<file path="config.mk">
export PLATFORM = sky130hd
export DESIGN_NAME = uart_arbiter
export DESIGN_NICKNAME = d
export VERILOG_FILES = /design/src/rtl/uart_arbiter_pkg.sv /design/src/rtl/uart_arbiter_channel.sv /design/src/rtl/uart_arbiter.sv
export SDC_FILE = /design/constraint.sdc
export NUM_CORES = 1
export LEC_CHECK = 0
export CELL_PAD_IN_SITES_DETAIL_PLACEMENT = 1
export CELL_PAD_IN_SITES_GLOBAL_PLACEMENT = 1
export CORE_MARGIN = 2
export CORE_UTILIZATION = 40
export CTS_CLUSTER_SIZE = 10
export DETAILED_ROUTE_END_ITERATION = 8
export DONT_BUFFER_PORTS = 1
export PLACE_DENSITY_LB_ADDON = 0.1
export SYNTH_ARGS = -nofsm -noshare
export SYNTH_HDL_FRONTEND = slang
export SYNTH_HIERARCHICAL = 1
export SYNTH_SLANG_ARGS = --single-unit
</file>
<file path="constraint.sdc">
create_clock -name clk -period 2.77 [get_ports clk]
set_input_delay 0.554 -clock clk [delete_from_list [all_inputs] [get_ports clk]]
set_output_delay 0.554 -clock clk [all_outputs]
set_load 0.01 [all_outputs]
</file>
<file path="src/rtl/uart_arbiter_pkg.sv">
// +----------------------------------------------------------------------+
// | uart_arbiter_pkg                                                     |
// | Shared types and helpers for the UART buffer port arbiter.           |
// | Revision: 1.0                                                        |
// +----------------------------------------------------------------------+
`default_nettype none

package uart_arbiter_pkg;

  localparam int NREQ_MAX = 8;

  typedef enum logic [1:0] {
    IDLE  = 2'd0,
    ISSUE = 2'd1,
    WAIT  = 2'd2
  } chan_state_t;

  // Index width for the round-robin pointer; never narrower than one bit.
  function automatic int rr_idx_width(input int n);
    return (n <= 2) ? 1 : $clog2(n);
  endfunction

endpackage

`default_nettype wire

</file>
<file path="src/rtl/uart_arbiter_channel.sv">
// +----------------------------------------------------------------------+
// | uart_arbiter_channel                                                 |
// | One direction of the arbiter: pending bits, data latches, RR FSM.    |
// | Revision: 1.0                                                        |
// +----------------------------------------------------------------------+
`default_nettype none

module uart_arbiter_channel
  import uart_arbiter_pkg::*;
#(
  parameter int NREQ      = 2,
  parameter bit HAS_WDATA = 1'b1
) (
  input  logic                 clk,
  input  logic                 rst,
  input  logic [NREQ-1:0]      i_req,
  input  logic [NREQ*32-1:0]   i_req_data,
  output logic [NREQ-1:0]      o_done,
  output logic [31:0]          o_rsp_data,
  output logic [NREQ-1:0]      o_overlap,
  output logic                 o_buf_en,
  output logic [31:0]          o_buf_data,
  input  logic                 i_buf_done,
  input  logic [31:0]          i_buf_data
);

  localparam int            IW         = rr_idx_width(NREQ);
  localparam logic [IW-1:0] c_LAST_RST = IW'(NREQ - 1);

  chan_state_t     r_state;
  chan_state_t     w_state_nxt;
  logic [NREQ-1:0] r_pending;
  logic [NREQ-1:0] w_clr;
  logic [IW-1:0]   r_grant;
  logic [IW-1:0]   r_last;
  logic [IW-1:0]   w_pick;
  logic [IW-1:0]   w_idx;
  logic            w_any;
  logic            w_complete;
  logic [31:0]     w_grant_data;
  logic            r_buf_en;
  logic [31:0]     r_buf_data;
  logic [NREQ-1:0] r_done;
  logic [31:0]     r_rsp_data;

  // Scan from the highest offset down so the nearest requester after r_last wins.
  always_comb begin
    w_pick = r_last;
    w_idx  = r_last;
    w_any  = 1'b0;
    for (int k = NREQ; k >= 1; k--) begin
      w_idx = IW'((int'(r_last) + k) % NREQ);
      if (r_pending[w_idx]) begin
        w_pick = w_idx;
        w_any  = 1'b1;
      end
    end
  end

  assign w_complete = (r_state == WAIT) && i_buf_done;
  assign w_clr      = w_complete ? (NREQ'(1) << r_grant) : '0;
  assign o_overlap  = i_req & r_pending;

  always_ff @(posedge clk) begin
    if (rst) r_state <= IDLE;
    else     r_state <= w_state_nxt;
  end

  always_comb begin
    w_state_nxt = r_state;
    case (r_state)
      IDLE:    if (w_any) w_state_nxt = ISSUE;
      ISSUE:   w_state_nxt = WAIT;
      WAIT:    if (i_buf_done) w_state_nxt = IDLE;
      default: w_state_nxt = IDLE;
    endcase
  end

  always_ff @(posedge clk) begin
    if (rst) begin
      r_pending  <= '0;
      r_grant    <= '0;
      r_last     <= c_LAST_RST;
      r_buf_en   <= 1'b0;
      r_buf_data <= '0;
      r_done     <= '0;
      r_rsp_data <= '0;
    end else begin
      // A request on an already-pending slot is dropped, including the clearing edge.
      r_pending <= (r_pending & ~w_clr) | (i_req & ~r_pending);
      r_buf_en  <= (r_state == ISSUE);
      r_done    <= w_clr;
      if (r_state == IDLE && w_any) r_grant <= w_pick;
      if (r_state == ISSUE) r_buf_data <= w_grant_data;
      if (w_complete) begin
        r_rsp_data <= i_buf_data;
        r_last     <= r_grant;
      end
    end
  end

  if (HAS_WDATA) begin : g_wdata
    logic [31:0] r_wdata [NREQ];

    always_ff @(posedge clk) begin
      for (int i = 0; i < NREQ; i++) begin
        if (rst) r_wdata[i] <= '0;
        else if (i_req[i] && !r_pending[i]) r_wdata[i] <= i_req_data[i*32 +: 32];
      end
    end

    assign w_grant_data = r_wdata[r_grant];
  end else begin : g_nowdata
    assign w_grant_data = '0;
  end

  assign o_buf_en   = r_buf_en;
  assign o_buf_data = r_buf_data;
  assign o_done     = r_done;
  assign o_rsp_data = r_rsp_data;

endmodule

`default_nettype wire

</file>
<file path="src/rtl/uart_arbiter.sv">
// +----------------------------------------------------------------------+
// | uart_arbiter                                                         |
// | Round-robin sharing of the UART buffer port between NREQ requesters. |
// | Revision: 1.0                                                        |
// +----------------------------------------------------------------------+
`default_nettype none

module uart_arbiter
  import uart_arbiter_pkg::*;
#(
  parameter int NREQ = 2
) (
  input  logic                 clk,
  input  logic                 rst,
  input  logic [NREQ-1:0]      req_renable,
  output logic [NREQ-1:0]      req_rdone,
  output logic [31:0]          req_rdata,
  input  logic [NREQ-1:0]      req_wenable,
  input  logic [NREQ*32-1:0]   req_wdata,
  output logic [NREQ-1:0]      req_wdone,
  output logic                 buf_renable,
  input  logic                 buf_rdone,
  input  logic [31:0]          buf_rdata,
  output logic                 buf_wenable,
  output logic [31:0]          buf_wdata,
  input  logic                 buf_wdone,
  output logic [NREQ-1:0]      err_overlap
);

  logic [NREQ-1:0] w_rd_overlap;
  logic [NREQ-1:0] w_wr_overlap;
  logic [31:0]     w_rd_buf_data_nc;
  logic [31:0]     w_wr_rsp_data_nc;
  logic [NREQ-1:0] r_err_overlap;

  uart_arbiter_channel #(
    .NREQ      (NREQ),
    .HAS_WDATA (1'b0)
  ) u_rd_chan (
    .clk        (clk),
    .rst        (rst),
    .i_req      (req_renable),
    .i_req_data ('0),
    .o_done     (req_rdone),
    .o_rsp_data (req_rdata),
    .o_overlap  (w_rd_overlap),
    .o_buf_en   (buf_renable),
    .o_buf_data (w_rd_buf_data_nc),
    .i_buf_done (buf_rdone),
    .i_buf_data (buf_rdata)
  );

  uart_arbiter_channel #(
    .NREQ      (NREQ),
    .HAS_WDATA (1'b1)
  ) u_wr_chan (
    .clk        (clk),
    .rst        (rst),
    .i_req      (req_wenable),
    .i_req_data (req_wdata),
    .o_done     (req_wdone),
    .o_rsp_data (w_wr_rsp_data_nc),
    .o_overlap  (w_wr_overlap),
    .o_buf_en   (buf_wenable),
    .o_buf_data (buf_wdata),
    .i_buf_done (buf_wdone),
    .i_buf_data ('0)
  );

  always_ff @(posedge clk) begin
    if (rst) r_err_overlap <= '0;
    else     r_err_overlap <= r_err_overlap | w_rd_overlap | w_wr_overlap;
  end

  assign err_overlap = r_err_overlap;

endmodule

`default_nettype wire
</file>
==> results.env, run 1 <==
STATUS='complete, no violations'
MAX-CLOCK-PATH-BUFFERS=2
PERIOD_SHARE_PCT=57.7
WORSTSETUPSTARTPOINTTYPE='flop'
DIE_OUTLINE_AREA_SQ_MM=0.0165
CTS_SETUP_BUFFERS=0
FINALSETUPTNS_NS=0
REQUIRED_NS=2.81
GPL_WTD_CONG=0.712
AREA_DELTA_SYNTH_FINAL_PCT=10.9
MAX_CAP_VIOL_COUNT=0
WL_MET2_UM=6240
ROUTED_WIRELENGTH_UM=13100
VIA_COUNT_OF_THE_FIRST_GLOBAL_ROUTING_PASS=3689
POWER_mW=5.34
MET1_LENGTH_UM=5290
IR_DROP_V=0.000419
TOTAL_LEAKAGE_POWER_nW=2.41
PLACE_HPWL_UM=8340
FLOORPLAN.INITIALDENSITY_PCT=40.8
FINALCRITICALPERIOD_NS=1.60
YOSYSWARNINGCOUNT=6
MIN-DELAY-START='rst'
NETLIST_AREA_SQ_MM=0.00621
FINALSETUPVIOLATIONS=0
VIA_DENSITY=5.10
HTREE_NUM_LEVELS=4
TOP_LAYER_USED='met5'
DRTANTENNAVIOLNETS=0
MET3WIRELENGTH_UM=1300
RSZ0062_AT_GRT='false'
FOOTPRINT_OF_THE_MULTI_INPUT_GATES_SQ_MM=0.00233
NUM_ROWS=45
CRITICAL_PATH_PEAK_FANOUT=32
CRITPATHCAPTURETYPE='flop'
CTS_RESIZED=0
SYNTH_NETS=606
GRT_FIRST_PASS_WIRELENGTH_UM=20000
NETLIST_INSTANCES=502
SYNTHESIS.AREA_PER_INSTANCE_SQ_UM=12.4
ANTENNA_VIOLATIONS_BEFORE_REPAIR=7
STARTPOINT='u_wr_chan/r_pending[1]$_SDFF_PP0_'
POST_ROUTE_CELLS_DRIVE_ABOVE_1_SHARE_PCT=16.8
TIMING.SETUP.CRITICAL_PATH_CLASS='reg2reg'
DETAILEDROUTE.FIRSTPASSITERATIONCOUNT=4
FINAL.SETUP_SKEW_NS=0.00556
AREA.SEQUENTIAL_SQ_MM=0.00360
TIMING.SLEW.HEADROOM_PCT=40.8
REG2REG_FROM='u_wr_chan/r_pending[1]$_SDFF_PP0_'
CELLPOWERDENSITY_mW_PER_MM2=777
GROUTE.USAGE.OVERALL_PCT=16.2
MAX_CLOCK_FREQ_MHz=625
GR-TOTAL-OVERFLOW=0
WORST_HOLD_PATH_TYPE='in2reg'
DETAIL_ROUTE.DRC_VIOLATIONS=0
CTS_ROOT_CELL='sky130_fd_sc_hd__clkbuf_16'
HOLD_BUFFERS=0
FINAL.FILL_COUNT=1578
FLOORPLAN.CORE_AREA_SQ_MM=0.0152
VIAS=3534
TIGHTEST_SLEW_NS=0.889
NETS=591
HOLD_WS_NS=0.230
IO_PINS=176
TRITONCTS_NUM_SINKS=148
TIMING.REG2REG.SETUP_SLACK_NS=1.17
CTS_TREE='yes'
GRT_START_MAX_NET_PINS=123
DIE_WIDTH_UM=129
FINALHOLDVIOLCOUNT=0
DIE_H_UM=129
ARRIVAL_NS=1.64
CLOCK_LATENCY_NS=0.41
CTS-BUFFERS-INSERTED=17
DRT_FIRST_ITER_VIOLATIONS=132
ROUTEDWLPERCELL_UM=18.9
NUMBER_OF_BUFFERS_INSERTED_BY_PORT_BUFFERING=0
REPORT.FINAL.SLEW_VIOL_COUNT=0
CTS.REPORTEDPATHS.CLKPINSLEW_NS=0.06
-- critical path, cell delays in order, from the launching register on --
cell and delay [ns]:
sky130_fd_sc_hd__dfxtp_1 0.35, sky130_fd_sc_hd__nand2b_1 0.21, sky130_fd_sc_hd__nand2b_2 0.65
-- where the power goes --
group	leakage (nW)	switching, mW	total (mW)	internal [mW]
Sequential	1.38	0.115	2.55	2.43
Clock	0.323	0.897	2.43	1.53
Combinational	0.706	0.201	0.367	0.166
-- path summary, 6_finish.rpt --
check	end	depth (start not counted)
max reg2reg	u_wr_chan/g_wdata.r_wdata[1][17]$_SDFFCE_PN0P_	2
min	u_rd_chan/r_pending[1]$_SDFF_PP0_	1
max	u_wr_chan/g_wdata.r_wdata[1][17]$_SDFFCE_PN0P_	2
min reg2reg	u_rd_chan/o_done[0]$_SDFF_PP0_	1
-- area by class of cell --
cell class              instances  share of cell area, %
clock inverters                 8                   1.11
well taps                     188                   3.42
clock buffers                  24                   8.25
repair buffers                  5                  0.727
inverters                       2                  0.109
multi-input cells             313                   33.8
diodes                          5                  0.182
flip-flops and latches        148                   52.4
-- state kept, by name, indices dropped and copies added (netlist names) --
name / count
u_wr_chan/r_pending: 2
u_wr_chan/r_state: 2
u_wr_chan/r_last: 1
err_overlap: 2
u_wr_chan/o_buf_data: 32
u_wr_chan/r_grant: 1
u_wr_chan/o_buf_en: 1
u_rd_chan/o_buf_en: 1
u_rd_chan/r_last: 1
u_rd_chan/r_state: 2
u_rd_chan/o_rsp_data: 32
u_wr_chan/g_wdata.r_wdata: 64
u_rd_chan/r_pending: 2
u_rd_chan/o_done: 2
u_wr_chan/o_done: 2
u_rd_chan/r_grant: 1
-- layout by cell type (no fill, tap or decap), types with 2 or more instances in the layout --
| cell type | instances |
|---|---|
| sky130_fd_sc_hd__nand2b_1 | 66 |
| sky130_fd_sc_hd__or2b_1 | 2 |
| sky130_fd_sc_hd__clkinv_2 | 2 |
| sky130_fd_sc_hd__nor2_1 | 38 |
| sky130_fd_sc_hd__inv_1 | 2 |
| sky130_fd_sc_hd__a211oi_2 | 28 |
| sky130_fd_sc_hd__nor4_1 | 2 |
| sky130_fd_sc_hd__a21oi_1 | 3 |
| sky130_fd_sc_hd__mux2i_1 | 65 |
| sky130_fd_sc_hd__clkinv_4 | 2 |
| sky130_fd_sc_hd__a211oi_1 | 6 |
| sky130_fd_sc_hd__nor3b_1 | 2 |
| sky130_fd_sc_hd__edfxtp_1 | 64 |
| sky130_fd_sc_hd__clkbuf_16 | 22 |
| sky130_fd_sc_hd__nor2_2 | 10 |
| sky130_fd_sc_hd__buf_4 | 4 |
| sky130_fd_sc_hd__and2_1 | 68 |
| sky130_fd_sc_hd__diode_2 | 5 |
| sky130_fd_sc_hd__dfxtp_1 | 83 |
| sky130_fd_sc_hd__nor3_1 | 6 |
| sky130_fd_sc_hd__or3b_2 | 2 |
| sky130_fd_sc_hd__nand2b_2 | 2 |
| sky130_fd_sc_hd__a311oi_1 | 3 |
| sky130_fd_sc_hd__inv_4 | 3 |
-- metal layers --
metal  global-route usage [%]  vias to the layer above
met2                     26.2                      121
met5                        0                        -
met3                     8.36                       25
met1                     18.0                     1681
li1                         -                     1703
met4                     7.23                        4
-- per-stage QoR --
| step | std cells | area (sq um) | setup slack, ns | util (%) |
|---|---|---|---|---|
| 2_1_floorplan | 502 | 6210 | 0.872 | - |
| 3_3_place_gp | 656 | 6220 | 1.07 | 40.9 |
| 3_5_place_dp | 656 | 6220 | 1.03 | 40.9 |
| 4_1_cts | 688 | 6870 | 1.12 | 45.2 |
| 5_1_grt | 692 | 6880 | 1.04 | 45.3 |
| 6_report | 693 | 6880 | 1.17 | 45.3 |
Note: power is estimated with default switching activity, not from simulation.
==> run 2: changes to the inputs <==
Clock period 2.77 ns to 1.3 ns, I/O delays scaled along.
==> results.env, run 2 (synthesis results as in run 1) <==
STATUS='finished, violations left'
VIOLATIONS_IN_THE_FINAL_REPORTS='hold timing'
GRT_START_MAX_NET_PINS=124
TOP_REGISTER='u_wr_chan/g_wdata.r_wdata'
TRITONCTS_NUM_SINKS=148
MAX_CLOCK_FREQ_MHz=811
HOLD_BUFFERS=30
CTS.REPORTEDPATHS.CLKPINSLEW_NS=0.06
FINALSETUPVIOLATIONS=0
LARGEST_REGISTER_FFS=64
POWER_mW=11.4
DIE_WIDTH_UM=129
CTS-BUFFERS-INSERTED=17
FINAL.SETUP_SKEW_NS=0.00802
FINALCRITICALPERIOD_NS=1.23
GROUTE.USAGE.OVERALL_PCT=18.0
CELLPOWERDENSITY_mW_PER_MM2=1520
POST_ROUTE_CELLS_DRIVE_ABOVE_1_SHARE_PCT=18.8
TIMING.REG2REG.SETUP_SLACK_NS=0.07
IR_DROP_V=0.000848
DETAIL_ROUTE.DRC_VIOLATIONS=0
WORST_R2R_ENDPOINT='u_wr_chan/g_wdata.r_wdata[1][13]$_SDFFCE_PN0P_'
ROUTEDWLPERCELL_UM=19.7
GPL_WTD_CONG=0.722
CLOCK_LATENCY_NS=0.41
FINALSETUPTNS_NS=0
VIA_COUNT_OF_THE_FIRST_GLOBAL_ROUTING_PASS=4095
REPORT.FINAL.SLEW_VIOL_COUNT=0
MOSTFREQUENTLAYOUTCELLS='sky130_fd_sc_hd__dfxtp_1 (81), sky130_fd_sc_hd__and2_1 (68), sky130_fd_sc_hd__nand2b_1 (65), sky130_fd_sc_hd__mux2i_1 (65), sky130_fd_sc_hd__edfxtp_1 (64)'
R2R.WORST_PATH.CELLS=4
MAX-CLOCK-PATH-BUFFERS=2
MAX_CAP_VIOL_COUNT=0
TIMING.SETUP.CRITICAL_PATH_CLASS='reg2reg'
ROUTED_WIRELENGTH_UM=14700
FINALHOLDVIOLCOUNT=41
REQUIRED_NS=1.42
DRTANTENNAVIOLNETS=0
WORST_HOLD_PATH_TYPE='in2reg'
DIE_OUTLINE_AREA_SQ_MM=0.0165
TIMING.SLEW.HEADROOM_PCT=70.8
DRT_FIRST_ITER_VIOLATIONS=129
IO_PINS=176
CTS_TREE='yes'
FINAL_COMMON_CELL='sky130_fd_sc_hd__dfxtp_1'
TIGHTEST_SLEW_NS=0.437
MIN-DELAY-START='rst'
PERIOD_SHARE_PCT=94.8
WORSTSETUPSTARTPOINTTYPE='flop'
CRITICAL_PATH_PEAK_FANOUT=14
NUM_ROWS=45
HTREE_NUM_LEVELS=4
AREA_DELTA_SYNTH_FINAL_PCT=20.2
VIA_DENSITY=5.06
CTS_ROOT_CELL='sky130_fd_sc_hd__clkbuf_16'
HOLD_WS_NS=-0.0731
VIAS=3758
POST-ROUTE-UTIL_PCT=49.1
WORSTHOLDPATHCELLS=1
HOLD-PATH-ENDPOINT='u_rd_chan/r_state[1]$_SDFFE_PP0P_'
PLACE_HPWL_UM=8890
GR-TOTAL-OVERFLOW=0
DETAILEDROUTE.FIRSTPASSITERATIONCOUNT=4
FLOORPLAN.INITIALDENSITY_PCT=40.8
DIE_H_UM=129
ANTENNA_VIOLATIONS_BEFORE_REPAIR=9
FLOORPLAN.CORE_AREA_SQ_MM=0.0152
REG2REG_FROM='u_wr_chan/r_pending[1]$_SDFF_PP0_'
NETS=638
TOTAL_LEAKAGE_POWER_nW=2.68
RSZ0062_AT_GRT='false'
ARRIVAL_NS=1.35
GRT_FIRST_PASS_WIRELENGTH_UM=22500
CRITPATHCAPTURETYPE='flop'
NUMBER_OF_BUFFERS_INSERTED_BY_PORT_BUFFERING=0
[run 2: changes by cell type in the layout (fill, tap and decap cells not counted), moves of 2 or more]
cell,delta
sky130_fd_sc_hd__nand2b_2,-2
sky130_fd_sc_hd__clkbuf_1,+2
sky130_fd_sc_hd__diode_2,+3
sky130_fd_sc_hd__buf_4,+6
sky130_fd_sc_hd__nor2_4,+2
sky130_fd_sc_hd__dfxtp_1,-2
sky130_fd_sc_hd__clkbuf_8,+2
sky130_fd_sc_hd__buf_12,+7
sky130_fd_sc_hd__dfxtp_2,+2
sky130_fd_sc_hd__dlygate4sd3_1,+29
sky130_fd_sc_hd__clkinv_4,-2
sky130_fd_sc_hd__nand2b_4,+3
[run 2: stage by stage]
stage | std cells | instance area, sq um | setup WS (ns) | hold WS [ns]
3_5_place_dp | 667 | 6390 | -0.491 | 0.338
4_1_cts | 731 | 7350 | 0.0413 | -0.109
6_report | 743 | 7460 | 0.0676 | -0.0731
2_1_floorplan | 502 | 6220 | 0.0110 | 0.332
5_1_grt | 738 | 7450 | 0.00859 | -0.0983
3_3_place_gp | 667 | 6390 | -0.440 | 0.341
[run 2: where the power goes]
part / leakage (nW) / switching, mW / total, mW / internal [mW]
sequential: 1.38 / 0.240 / 5.42 / 5.18
clock: 0.305 / 1.85 / 4.90 / 3.05
combinational: 0.993 / 0.511 / 1.04 / 0.528
total: 2.68 / 2.60 / 11.4 / 8.76
[run 2: area by class of cell]
cell class                      count  area (sq um)
Sequential cell                   148          3610
Antenna cell                        8          20.0
Fill cell                        1535          7740
Clock inverter                      5          27.5
Inverter                            2          7.51
Tap cell                          188           235
Clock buffer                       27           578
Timing Repair Buffer               51           616
Multi-Input combinational cell    314          2370
[run 2: worst max path at each step]
stage | slack, ns | from | endpoint | depth (start not counted)
global placement | -0.44 | u_wr_chan/r_pending[1]$_SDFF_PP0_ | u_wr_chan/g_wdata.r_wdata[1][12]$_SDFFCE_PN0P_ | 3
floorplan | 0.01 | u_wr_chan/r_pending[1]$_SDFF_PP0_ | u_wr_chan/g_wdata.r_wdata[1][0]$_SDFFCE_PN0P_ | 2
finish | 0.07 | u_wr_chan/r_pending[1]$_SDFF_PP0_ | u_wr_chan/g_wdata.r_wdata[1][13]$_SDFFCE_PN0P_ | 4
detailed placement | -0.49 | u_wr_chan/r_pending[1]$_SDFF_PP0_ | u_wr_chan/g_wdata.r_wdata[1][30]$_SDFFCE_PN0P_ | 3
global route | 0.009 | u_rd_chan/r_state[0]$_SDFFE_PP0P_ | u_rd_chan/o_rsp_data[11]$_SDFFE_PP0N_ | 3
CTS | 0.04 | u_rd_chan/r_state[1]$_SDFFE_PP0P_ | u_rd_chan/o_rsp_data[8]$_SDFFE_PP0N_ | 3
[run 2: worst max-delay path, cell delays in order, from the launching register on]
cell and delay [ns]:
sky130_fd_sc_hd__dfxtp_1 0.31, sky130_fd_sc_hd__nand2b_4 0.18, sky130_fd_sc_hd__buf_4 0.16, sky130_fd_sc_hd__nand2b_4 0.13, sky130_fd_sc_hd__buf_12 0.16
[run 2: layer usage]
metal / GRT usage [%] / share of wire (%) / vias to the layer above
met5: 0 / 0.18 / -
met4: 6.01 / 1.2 / 4
met3: 8.19 / 9.0 / 17
met2: 30.4 / 49 / 128
met1: 20.2 / 40 / 1803
li1: - / - / 1806
[run 2: timing repair]
action | CTS | global route
hold endpoints to repair | 79 | 49
pin swaps | 1 | 3
cloned | 2 | 2
endpoints found under the setup margin | 32 | 30
setup buffers | 0 | 2
gates resized for setup | 6 | 4
==> run 3: changes to the inputs <==
Settings changed: CELL_PAD_IN_SITES_DETAIL_PLACEMENT 1 to 0.
==> results.env, run 3 (synthesis results as in run 1) <==
DETAILEDPLACE.WORSTSLACK_NS=-0.443
WORST_HOLD_PATH_TYPE='in2reg'
WORSTSETUPSTARTPOINTTYPE='flop'
VIOLATIONS_IN_THE_FINAL_REPORTS='hold timing'
HOLD_WS_NS=-0.0702
POST_DP_CELL_AREA_SQ_MM=0.00639
ANTENNA_VIOLATIONS_BEFORE_REPAIR=9
FINAL.FILL_COUNT=1357
IO_PINS=176
PERIOD_SHARE_PCT=94.0
DRT_FIRST_ITER_VIOLATIONS=118
P_SEQ_SHARE_PCT=47.0
IR_DROP_V=0.000882
VIAS=3695
GRT_FIRST_PASS_WIRELENGTH_UM=20300
TRITONCTS_NUM_SINKS=148
CRITICAL_PATH_PEAK_FANOUT=18
GR-TOTAL-OVERFLOW=0
TIMING.FINAL.WS_SETUP_NS=0.0779
FINALHOLDVIOLCOUNT=49
ROUTEDWLPERCELL_UM=17.9
DETAIL_ROUTE.DRC_VIOLATIONS=0
FINAL_COMMON_CELL='sky130_fd_sc_hd__dfxtp_1'
GRT_START_MAX_NET_PINS=123
GROUTE.USAGE.OVERALL_PCT=16.3
HTREE_NUM_LEVELS=4
LARGEST_REGISTER_FFS=64
FLOORPLAN.INITIALDENSITY_PCT=40.8
CTS-BUFFERS-INSERTED=17
CRITPATHCAPTURETYPE='flop'
FINALSETUPVIOLATIONS=0
INTERNAL_POWER_SUMMED_OVER_ALL_CELLS_mW=8.97
NETS=639
ROUTED_WIRELENGTH_UM=13300
TOTAL_LEAKAGE_POWER_nW=2.64
DRTANTENNAVIOLNETS=0
FLOORPLAN.CORE_AREA_SQ_MM=0.0152
FINAL.SETUP_SKEW_NS=0.00342
SWITCHING_SHARE_PCT=22.1
FINALCRITICALPERIOD_NS=1.22
MAX-CLOCK-PATH-BUFFERS=2
VIA_DENSITY=4.97
GPL_WTD_CONG=0.722
RSZ0062_AT_GRT='false'
TIMING.SETUP.CRITICAL_PATH_CLASS='reg2reg'
TIMING.SLEW.HEADROOM_PCT=71.4
DIE_H_UM=129
REPORT.FINAL.SLEW_VIOL_COUNT=0
CLOCK_LATENCY_NS=0.42
MOSTFREQUENTLAYOUTCELLS='sky130_fd_sc_hd__dfxtp_1 (80), sky130_fd_sc_hd__and2_1 (68), sky130_fd_sc_hd__nand2b_1 (65), sky130_fd_sc_hd__mux2i_1 (65), sky130_fd_sc_hd__edfxtp_1 (64)'
NUMBER_OF_BUFFERS_INSERTED_BY_PORT_BUFFERING=0
REQUIRED_NS=1.43
MAX_CLOCK_FREQ_MHz=818
P_COMB_SHARE_PCT=8.5
CTS_TREE='yes'
CELLPOWERDENSITY_mW_PER_MM2=1550
DIE_OUTLINE_AREA_SQ_MM=0.0165
DIE_WIDTH_UM=129
FINAL_AREA_SQ_MM=0.00743
STATUS='finished, violations left'
CTS.REPORTEDPATHS.CLKPINSLEW_NS=0.06
VIA_COUNT_OF_THE_FIRST_GLOBAL_ROUTING_PASS=3853
POWER.SWITCHING_mW=2.55
CLOCK_POWER_SHARE_PCT=44.5
CTS_ROOT_CELL='sky130_fd_sc_hd__clkbuf_16'
TOP_REGISTER='u_wr_chan/g_wdata.r_wdata'
ARRIVAL_NS=1.35
POST_ROUTE_CELLS_DRIVE_ABOVE_1_SHARE_PCT=17.9
DETAILEDROUTE.FIRSTPASSITERATIONCOUNT=4
TIGHTEST_SLEW_NS=0.428
PLACE_HPWL_UM=8130
MAX_CAP_VIOL_COUNT=0
NUM_ROWS=45
AREA_DELTA_SYNTH_FINAL_PCT=19.7
==> run 3: cell types whose count changed in the layout (fill, tap and decap cells not counted), moves of 2 or more <==
cell / before / now
sky130_fd_sc_hd__bufinv_16: 0 / 4
sky130_fd_sc_hd__clkbuf_16: 23 / 18
sky130_fd_sc_hd__clkinv_1: 0 / 3
sky130_fd_sc_hd__clkinvlp_4: 0 / 2
sky130_fd_sc_hd__dlygate4sd3_1: 29 / 33
sky130_fd_sc_hd__inv_4: 2 / 0
==> run 3: area by class of cell <==
class / count / area [sq um] / area share (%)
Multi-Input combinational cell: 314 / 2360 / 31.7
Clock inverter: 11 / 156 / 2.11
Tap cell: 188 / 235 / 3.17
Sequential cell: 148 / 3610 / 48.6
Clock buffer: 21 / 460 / 6.20
Timing Repair Buffer: 52 / 583 / 7.85
Antenna cell: 8 / 20.0 / 0.270
Inverter: 2 / 7.51 / 0.101
==> run 3: final timing paths <==
path / startpoint / endpoint / slack [ns] / depth (start not counted)
worst max register to register: u_wr_chan/r_pending[1]$_SDFF_PP0_ / u_wr_chan/g_wdata.r_wdata[1][29]$_SDFFCE_PN0P_ / 0.08 / 4
worst min register to register: u_rd_chan/r_pending[1]$_SDFF_PP0_ / u_rd_chan/r_pending[1]$_SDFF_PP0_ / 0.49 / 1
worst max-delay path: u_wr_chan/r_pending[1]$_SDFF_PP0_ / u_wr_chan/g_wdata.r_wdata[1][29]$_SDFFCE_PN0P_ / 0.08 / 4
worst min-delay path: rst / u_rd_chan/r_pending[0]$_SDFF_PP0_ / -0.07 / 1
==> run 3: power by group through the flow <==
stage	Sequential, mW	Combinational (mW)	Clock (mW)
6_report	5.41	0.977	5.12
3_3_place_gp	5.51	0.865	0
2_1_floorplan	5.46	0.775	0
3_5_place_dp	5.52	0.878	0
5_1_grt	5.45	1.08	5.48
4_1_cts	5.42	0.969	5.24
==> run 3: worst max-delay path, stage by stage, from the launching register on <==
cell	delay, ns
sky130_fd_sc_hd__dfxtp_1	0.31
sky130_fd_sc_hd__nand2b_4	0.18
sky130_fd_sc_hd__buf_4	0.15
sky130_fd_sc_hd__nand2b_2	0.11
sky130_fd_sc_hd__buf_12	0.17
==> run 3: stage by stage <==
step | utilization (%) | TNS [ns] | power, mW | hold WS [ns] | std cells
2_1_floorplan | - | 0 | 6.23 | 0.332 | 502
4_1_cts | 48.3 | -0.549 | 11.6 | -0.112 | 732
5_1_grt | 48.8 | 0 | 12.0 | -0.105 | 740
3_5_place_dp | 42.0 | -13.69 | 6.39 | 0.345 | 667
3_3_place_gp | 42.0 | -14.02 | 6.38 | 0.341 | 667
6_report | 48.9 | 0 | 11.5 | -0.0702 | 744
==> run 3: layer usage <==
layer	vias up	share of wire, %	track usage, %
met5	-	0.20	0
met4	4	1.8	7.10
met3	24	9.3	8.07
met2	121	47	25.6
met1	1739	42	18.8
li1	1807	-	-
==> run 3: timing repair <==
action / in CTS / in global routing
cloned: 0 / 2
gates resized for setup: 2 / 5
pin swaps: 19 / 1
setup endpoints to repair: 32 / 45
buffers inserted: 0 / 1
endpoints found under the hold margin: 83 / 50
hold buffers: 33 / 1
